===== config.mk =====
export PLATFORM = sky130hd
export DESIGN_NAME = me_block_loader_flat
export DESIGN_NICKNAME = d
export VERILOG_FILES = /design/src/rtl/me_block_loader_pkg.sv /design/src/rtl/me_block_loader_if.sv /design/src/rtl/me_load_counter.sv /design/src/rtl/me_block_loader.sv /design/src/flat_wrapper.sv
export SDC_FILE = /design/constraint.sdc
export NUM_CORES = 1
export LEC_CHECK = 0
export CELL_PAD_IN_SITES_DETAIL_PLACEMENT = 2
export CELL_PAD_IN_SITES_GLOBAL_PLACEMENT = 2
export CORE_ASPECT_RATIO = 0.5
export CORE_UTILIZATION = 22
export DETAILED_ROUTE_END_ITERATION = 10
export GPL_TIMING_DRIVEN = 0
export HOLD_SLACK_MARGIN = 0.08
export PLACE_DENSITY_LB_ADDON = 0.1
export SETUP_SLACK_MARGIN = 0.02
export SLEW_MARGIN = 30
export SYNTH_ARGS = -nofsm -noshare
export SYNTH_HDL_FRONTEND = slang
export SYNTH_SLANG_ARGS = --single-unit

===== constraint.sdc =====
create_clock -name clock -period 4.6 [get_ports clock]
set_input_delay 0.69 -clock clock [delete_from_list [all_inputs] [get_ports clock]]
set_output_delay 0.69 -clock clock [all_outputs]
set_load 0.01 [all_outputs]

===== src/rtl/me_block_loader_pkg.sv =====
// Shared motion-estimation constants and loader state encoding.
package me_block_loader_pkg;

  localparam int R_WORDS_DEF = 256;
  localparam int S_WORDS_DEF = 1024;
  localparam int SEARCH_W    = 32;
  localparam int CNT_W       = 10;

  typedef enum logic [2:0] {
    ST_LOAD_R  = 3'd0,
    ST_LOAD_S  = 3'd1,
    ST_RUN     = 3'd2,
    ST_CAPTURE = 3'd3,
    ST_RESULT  = 3'd4
  } state_t;

endpackage


===== src/rtl/me_block_loader_if.sv =====
// Pixel stream and result handshake bundle; slave is the loader's view.
interface me_block_loader_if;

  logic       in_valid;
  logic [7:0] in_data;
  logic       in_ready;
  logic       res_valid;
  logic       res_ready;
  logic [7:0] res_dist;
  logic [3:0] res_mx;
  logic [3:0] res_my;

  modport master (
    output in_valid, in_data, res_ready,
    input  in_ready, res_valid, res_dist, res_mx, res_my
  );

  modport slave (
    input  in_valid, in_data, res_ready,
    output in_ready, res_valid, res_dist, res_mx, res_my
  );

endinterface


===== src/rtl/me_load_counter.sv =====
// Shared beat counter: clear has priority over increment, tc flags the last index.
module me_load_counter
  import me_block_loader_pkg::*;
(
  input  logic             clock,
  input  logic             reset,
  input  logic             clr,
  input  logic             inc,
  input  logic [CNT_W-1:0] last,
  output logic [CNT_W-1:0] count,
  output logic             tc
);

  logic [CNT_W-1:0] count_q, count_d;

  always_comb begin
    count_d = count_q;
    if (clr)
      count_d = '0;
    else if (inc)
      count_d = count_q + 1'b1;
  end

  always_ff @(posedge clock) begin
    if (reset)
      count_q <= '0;
    else
      count_q <= count_d;
  end

  assign count = count_q;
  assign tc    = (count_q == last);

endmodule


===== src/rtl/me_block_loader.sv =====
// Streams reference and search pixels into their memories, runs the engine, returns its result.
module me_block_loader
  import me_block_loader_pkg::*;
#(
  parameter int R_WORDS = R_WORDS_DEF,
  parameter int S_WORDS = S_WORDS_DEF
) (
  input  logic              clock,
  input  logic              reset,
  me_block_loader_if.slave  px,
  output logic              r_we,
  output logic [7:0]        r_addr,
  output logic [7:0]        r_wdata,
  output logic              s_we,
  output logic [9:0]        s_addr,
  output logic [7:0]        s_wdata,
  output logic              start,
  input  logic              completed,
  input  logic [7:0]        bestDistance,
  input  logic [3:0]        motionX,
  input  logic [3:0]        motionY,
  output logic              busy
);

  state_t           state_q, state_d;
  logic             start_q, start_d;
  logic             res_valid_q, res_valid_d;
  logic [7:0]       res_dist_q, res_dist_d;
  logic [3:0]       res_mx_q, res_mx_d;
  logic [3:0]       res_my_q, res_my_d;
  logic [CNT_W-1:0] count;
  logic [CNT_W-1:0] last;
  logic             tc;
  logic             beat;
  logic             loading;

  // Reset masks in_ready so a beat offered alongside reset is never written.
  assign loading     = (state_q == ST_LOAD_R) || (state_q == ST_LOAD_S);
  assign px.in_ready = loading && !reset;
  assign beat        = px.in_valid && px.in_ready;
  assign last        = (state_q == ST_LOAD_R) ? CNT_W'(R_WORDS - 1) : CNT_W'(S_WORDS - 1);

  me_load_counter u_cnt (
    .clock (clock),
    .reset (reset),
    .clr   (state_d != state_q),
    .inc   (beat),
    .last  (last),
    .count (count),
    .tc    (tc)
  );

  always_comb begin
    state_d     = state_q;
    start_d     = start_q;
    res_valid_d = res_valid_q;
    res_dist_d  = res_dist_q;
    res_mx_d    = res_mx_q;
    res_my_d    = res_my_q;
    case (state_q)
      ST_LOAD_R: if (beat && tc) state_d = ST_LOAD_S;
      ST_LOAD_S: begin
        if (beat && tc) begin
          state_d = ST_RUN;
          start_d = 1'b1;
        end
      end
      ST_RUN: if (completed) state_d = ST_CAPTURE;
      ST_CAPTURE: begin
        res_dist_d  = bestDistance;
        res_mx_d    = motionX;
        res_my_d    = motionY;
        res_valid_d = 1'b1;
        state_d     = ST_RESULT;
      end
      ST_RESULT: begin
        if (px.res_ready) begin
          res_valid_d = 1'b0;
          start_d     = 1'b0;
          state_d     = ST_LOAD_R;
        end
      end
      default: begin
        state_d     = ST_LOAD_R;
        start_d     = 1'b0;
        res_valid_d = 1'b0;
      end
    endcase
  end

  always_ff @(posedge clock) begin
    if (reset) begin
      state_q     <= ST_LOAD_R;
      start_q     <= 1'b0;
      res_valid_q <= 1'b0;
      res_dist_q  <= '0;
      res_mx_q    <= '0;
      res_my_q    <= '0;
    end else begin
      state_q     <= state_d;
      start_q     <= start_d;
      res_valid_q <= res_valid_d;
      res_dist_q  <= res_dist_d;
      res_mx_q    <= res_mx_d;
      res_my_q    <= res_my_d;
    end
  end

  assign r_we         = beat && (state_q == ST_LOAD_R);
  assign r_addr       = count[7:0];
  assign r_wdata      = px.in_data;
  assign s_we         = beat && (state_q == ST_LOAD_S);
  assign s_addr       = count;
  assign s_wdata      = px.in_data;
  assign start        = start_q;
  assign busy         = !((state_q == ST_LOAD_R) && (count == '0));
  assign px.res_valid = res_valid_q;
  assign px.res_dist  = res_dist_q;
  assign px.res_mx    = res_mx_q;
  assign px.res_my    = res_my_q;

endmodule


===== src/flat_wrapper.sv =====
// flat-port wrapper written by rule: the top's interface ports become plain ports
module me_block_loader_flat import me_block_loader_pkg::*;
#(
  parameter int R_WORDS = R_WORDS_DEF,
  parameter int S_WORDS = S_WORDS_DEF
)
  (clock, reset, r_we, r_addr, r_wdata, s_we, s_addr, s_wdata, start, completed, bestDistance, motionX, motionY, busy, px_in_valid, px_in_data, px_res_ready, px_in_ready, px_res_valid, px_res_dist, px_res_mx, px_res_my);
  me_block_loader_if px_i ();
  input  logic clock;
  input  logic reset;
  output logic r_we;
  output logic [7:0] r_addr;
  output logic [7:0] r_wdata;
  output logic s_we;
  output logic [9:0] s_addr;
  output logic [7:0] s_wdata;
  output logic start;
  input  logic completed;
  input  logic [7:0] bestDistance;
  input  logic [3:0] motionX;
  input  logic [3:0] motionY;
  output logic busy;
  input wire logic [$bits(px_i.in_valid)-1:0] px_in_valid;
  input wire logic [$bits(px_i.in_data)-1:0] px_in_data;
  input wire logic [$bits(px_i.res_ready)-1:0] px_res_ready;
  output wire logic [$bits(px_i.in_ready)-1:0] px_in_ready;
  output wire logic [$bits(px_i.res_valid)-1:0] px_res_valid;
  output wire logic [$bits(px_i.res_dist)-1:0] px_res_dist;
  output wire logic [$bits(px_i.res_mx)-1:0] px_res_mx;
  output wire logic [$bits(px_i.res_my)-1:0] px_res_my;
  assign px_i.in_valid = px_in_valid;
  assign px_i.in_data = px_in_data;
  assign px_i.res_ready = px_res_ready;
  assign px_in_ready = px_i.in_ready;
  assign px_res_valid = px_i.res_valid;
  assign px_res_dist = px_i.res_dist;
  assign px_res_mx = px_i.res_mx;
  assign px_res_my = px_i.res_my;
  me_block_loader #(.R_WORDS(R_WORDS), .S_WORDS(S_WORDS)) u_core (.clock(clock), .reset(reset), .px(px_i), .r_we(r_we), .r_addr(r_addr), .r_wdata(r_wdata), .s_we(s_we), .s_addr(s_addr), .s_wdata(s_wdata), .start(start), .completed(completed), .bestDistance(bestDistance), .motionX(motionX), .motionY(motionY), .busy(busy));
endmodule

# [After elaboration in Yosys (flattened, before gate mapping)]
# Index checks and enable logic that the tools add are counted.
[classes] addsub=1 n_eq_ne=8 n_mux=10 bitwise=2 n_reduce_logical=16
[op_table] cell="one-hot mux 3 bit (5 select lines)" n=1
[op_table] cell="2-to-1 mux 3 bit" n=4
[op_table] cell="adder 10 x 1 -> 10 bit (second input constant)" n=1
[op_table] cell="equality test 10 bit" n=1
[op_table] cell="logical NOT 10 bit" n=1
[op_table] cell="2-to-1 mux 10 bit" n=1
[op_table] cell="equality test 3 x 2 -> 1 bit (second input constant)" n=2
[op_table] cell="logical AND 1 bit" n=6
[op_table] cell="one-hot mux 1 bit (3 select lines)" n=2
[op_table] cell="OR reduction 3 bit" n=2
[op_table] cell="!= test 2 bit (second input constant)" n=2
[op_table] cell="equality test 3 x 1 -> 1 bit (second input constant)" n=1
[op_table] cell="equality test 3 bit (second input constant)" n=1
[op_table] cell="logical NOT 3 bit" n=1
[op_table] cell="!= test 3 bit" n=1
[op_table] cell="AND reduction 3 bit" n=1
[op_table] cell="logical NOT 1 bit" n=2
[op_table] cell="2-to-1 mux 1 bit" n=2
[op_table] cell="inverter 1 bit" n=2
[op_table] cell="AND reduction 2 bit" n=1
[op_table] cell="OR reduction 2 bit" n=1
[op_table] cell="logical OR 1 bit" n=1
[totals] ff_bits=31 in_bits=29 out_inout_bits=56 wordCells=44

# [Depth between registers and ports, before layout]
[depth] depth_word=9 depth_mapped=7 ltp_nobuf=5

# [Modules after synthesis]
# Synthesis repeated with hierarchy kept, for this count alone.
[hier_totals] hier_cells=201 area_unflattened_um2=1651.6
[by_module_without_submodules] module="me_block_loader" instances=1 cells_each=137 area_each_um2=1079.8 seq_area_each_um2=420.4
[by_module_without_submodules] module="me_load_counter" instances=1 cells_each=64 area_each_um2=571.8 seq_area_each_um2=200.2

# [Worst setup path after synthesis]
# No wires, ideal clock.
[synth_timing] path_type="input to register" from="input port reset" to="register u_core.u_cnt.count_q[3] (netlist: u_core.u_cnt.count[3])" setup_time_ns=0.126 arrival_ns=2.253 required_time_ns=4.474 path_slack_ns=2.221 path_stages=6 n_path_buf=2 path_cell_list="or4b_4 buf_6 or4_4 buf_6 o221ai_4 nor2_1"
[synth_via] elab_chain_len=8 word_cells_on_any_way=9 classes_between="eq/ne (1); mux (3); reduce/logical (5)"
[synth_rtl] item="start: declaration" line_no="flat_wrapper.sv:10" rtl="input logic reset;"
[synth_rtl] item="logical NOT 1 bit" line_no="me_block_loader.sv:39" rtl="assign px.in_ready = loading && !reset;"
[synth_rtl] item="logical AND 1 bit" line_no="me_block_loader.sv:39"
[synth_rtl] item="logical AND 1 bit" line_no="me_block_loader.sv:40" rtl="assign beat = px.in_valid && px.in_ready;"
[synth_rtl] item="logical AND 1 bit" line_no="me_block_loader.sv:61, me_block_loader.sv:63"
[synth_rtl] item="2-to-1 mux 3 bit, on equally long branches" line_no="me_block_loader.sv:63, me_block_loader.sv:61"
[synth_rtl] item="one-hot mux 3 bit (5 select lines)" line_no="me_block_loader.sv:60" rtl="case (state_q)"
[synth_rtl] item="!= test 3 bit" line_no="me_block_loader.sv:46" rtl=".clr (state_d != state_q),"
[synth_rtl] item="OR reduction 2 bit (no line)"
[synth_rtl] item="end signal: assignment" line_no="me_load_counter.sv:28" rtl="count_q <= count_d;"
[synth_rtl] item="end: declaration" line_no="me_load_counter.sv:14" rtl="logic [CNT_W-1:0] count_q, count_d;"
# Several ways; a longest one is shown, not always the timed one.
# A chain may end at the register's enable or synchronous reset.

# [Worst setup path in the final report]
[layout_timing] from="input port reset" to="output port s_we"
[layout_via] elab_chain_len=4
[layout_rtl] item="logical NOT 1 bit" line_no="me_block_loader.sv:39"
[layout_rtl] item="logical AND 1 bit" line_no="me_block_loader.sv:39"
[layout_rtl] item="logical AND 1 bit" line_no="me_block_loader.sv:40"
[layout_rtl] item="logical AND 1 bit" line_no="me_block_loader.sv:112" rtl="assign s_we = beat && (state_q == ST_LOAD_S);"
[layout_rtl] item="end: declaration" line_no="flat_wrapper.sv:14" rtl="output logic s_we;"
# No other way between the ends.

==> impl_metrics.ini <==
[synthesis]
synthDistinctLibCells = 31
synth-edff-count = 0
synth.largest_area_cell = dfxtp_1
ys_ff_latch = 31
avgSynthCellArea_um2 = 8.06
yosysSeqAreaShare_pct = 39.7
synth_area_leaders = dfxtp_1 (40%), buf_4 (12%), nand2_1 (10%)
syn_inst = 194
synth_flop_cell = dfxtp_1
async_flop_share_pct = 0
yosys_warnings = 0
synth_top_area_share_pct = 39.7
netlist_area_mm2 = 0.00156
syn_nets = 225

[worst_setup_path]
arrival_ns = 2.48
critPathMostFrequentCell = clkdlybuf4s50_1
crit_fanout = 10
timing.rr.start = u_core.state_q[1]
crit_required_ns = 3.91
critPathMaxStageDelay_ns = 0.54
rr_endpoint = u_core.u_cnt.count[5]
cp_slowest_cell = clkdlybuf4s50_1
critPathKind = in -> out
crit_chain = clkdlybuf4s50_1, or4b_4, buf_6, nor2_1, clkdlybuf4s50_1
rr_worst_depth = 7
rrSetupSlack_ns = 2.25
start_kind = primary input
cp-end-kind = primary output

[die]
io_pins = 85
core_mm2 = 0.00678
dieHeight_um = 61.6
num_rows = 21
die_x_um = 121
start_util_pct = 23.1
dieArea_mm2 = 0.00747

[routing]
drc = 0
ant_nets = 0
detail_route.vias_per_cell = 4.31
wl_per_cell_um = 13.1
drt_iter0_markers = 49
firstDrtPassIters = 2
routed_wl_um = 4830
dr_total_vias = 1594

[timing]
rsz0062_at_grt = false
fmax_mhz = 315
setup_tns_ns = 0
period_needed_ns = 3.17
setup_violations = 0
worst_pin_slew_ns = 0.802
period_share_pct = 68.9
hold_viol_final = 0
finalClockSkew_ns = 0.00518
finalMaxSlewViolations = 0
max_slew_margin_pct = 45.8

[global_route]
grt_pass1_vias = 1585
grt_max_degree = 11
grt_pass1_wl_um = 7590
grt_overflow = 0
grt_usage_pct = 13.4
antenna_found_initial = 0

[finish]
final_area_mm2 = 0.00261
layout-drive-gt1-share_pct = 15.5
final_cell_mix = clkdlybuf4s50_1 (76), nand2_1 (43), dfxtp_1 (31)
synthToLayoutAreaGrowth_pct = 67.1
fin_nets = 308
final_common_cell = clkdlybuf4s50_1
diodes = 0

[power_and_ir_drop]
p_int_mw = 0.593
switchingPower_mw = 0.153
power_frac_comb_pct = 11.6
swShare_pct = 20.6
powerDensity_mw_per_mm2 = 286
pwr-share-seq_pct = 36.5
peakVddDrop_mv = 0.127
power.leakage_nw = 0.958
p_clk_share_pct = 51.8

[clock_network]
clock-sinks = 31
clkTransAtPathRegs_ns = 0.05
h-tree-depth = 2
clock-root-buffer = clkbuf_16
hold_buffers = 0
cts_tree = done
clk_latency_ns = 0.27
postCtsSetupRepairBufs = 0
clockBufferDepth = 2
cts_resized = 0
cts_buffers = 5

[run_status]
status = finished clean

[place]
dpl_cell_area_mm2 = 0.00244
dpl.hpwl_um = 3620
gp_congestion = 0.703
portBuffers = 76

[flow_run]
drv_cap = 0

[worst_hold_path]
whs_endpoint = u_core.px.res_mx[1]
hold_depth = 2
hold_class = reg -> reg
hold_start = u_core.px.res_mx[1]
through the flow:
stage	hold slack (ns)	std cells	util [%]	setup slack (ns)	total power [mW]
6_report	0.457	370	38.6	1.43	0.746
5_1_grt	0.472	370	38.6	1.34	0.776
4_1_cts	0.462	370	38.6	1.40	0.756
3_5_place_dp	0.454	362	36.0	1.40	0.367
3_3_place_gp	0.444	362	36.0	1.40	0.365
2_1_floorplan	0.481	194	-	2.22	0.318
Yosys cell counts (all sizes together) (3+ instances only):
library cell	number
nand2	44
dfxtp	31
buf	28
a21oi	20
nor2	15
clkbuf	6
inv	6
nor3	6
xnor2	5
nand3	4
nand4	3
nor4	3
o21a	3
xor2	3
cell type report:
class	count	area [µm²]
timing repair buffer	76	761
multi-input combinational	123	679
buffer	34	241
tap	92	115
sequential	31	621
inverter	6	22.5
clock inverter	2	35.0
clock buffer	6	139
fill	781	4170
cell families after synthesis:
kind of cell,share of synthesized area [%]
DFF,39.7
muxes,0.960
AOI/OAI and AO/OA,11.0
and+or+nand+nor,25.4
adders and majority gates,1.60
buffers and inverters,16.9
xor gates and xnor gates,4.48
worst max-delay path: cells and delay by family:
kind / cells / cell delay, ns
and+or+nand+nor: 2 / 0.61
buffers and inverters: 3 / 1.18
how the worst max path moves through the flow:
stage | start | endpoint | slack (ns) | depth (start not counted)
final | reset | s_we | 1.43 | 5
after global placement | reset | r_we | 1.40 | 5
after global routing | reset | s_we | 1.34 | 5
after CTS | reset | s_we | 1.40 | 5
after floorplan | reset | u_core.u_cnt.count[3] | 2.22 | 6
after detailed placement | reset | s_we | 1.40 | 5
per-layer routing:
metal	part of all wire, %	GRT usage [%]	vias to the layer above
li1	-	-	778
met1	47	16.5	754
met2	45	22.7	58
met3	7.4	5.00	4
met4	0.39	3.17	0
met5	0	0	-
power groups by stage:
stage / clock, mW / combinational, mW / sequential, mW
2_1_floorplan: 0 / 0.0398 / 0.278
3_3_place_gp: 0 / 0.0863 / 0.278
3_5_place_dp: 0 / 0.0880 / 0.279
4_1_cts: 0.395 / 0.0885 / 0.273
5_1_grt: 0.409 / 0.0945 / 0.273
6_report: 0.387 / 0.0869 / 0.273
flip-flops by register name, summed over array words and instances (netlist names):
name	flops
u_core.px.res_valid	1
u_core.u_cnt.count	10
u_core.px.res_my	4
u_core.start	1
u_core.px.res_dist	8
u_core.px.res_mx	4
u_core.state_q	3
Note: power is estimated with default switching activity, not from simulation.
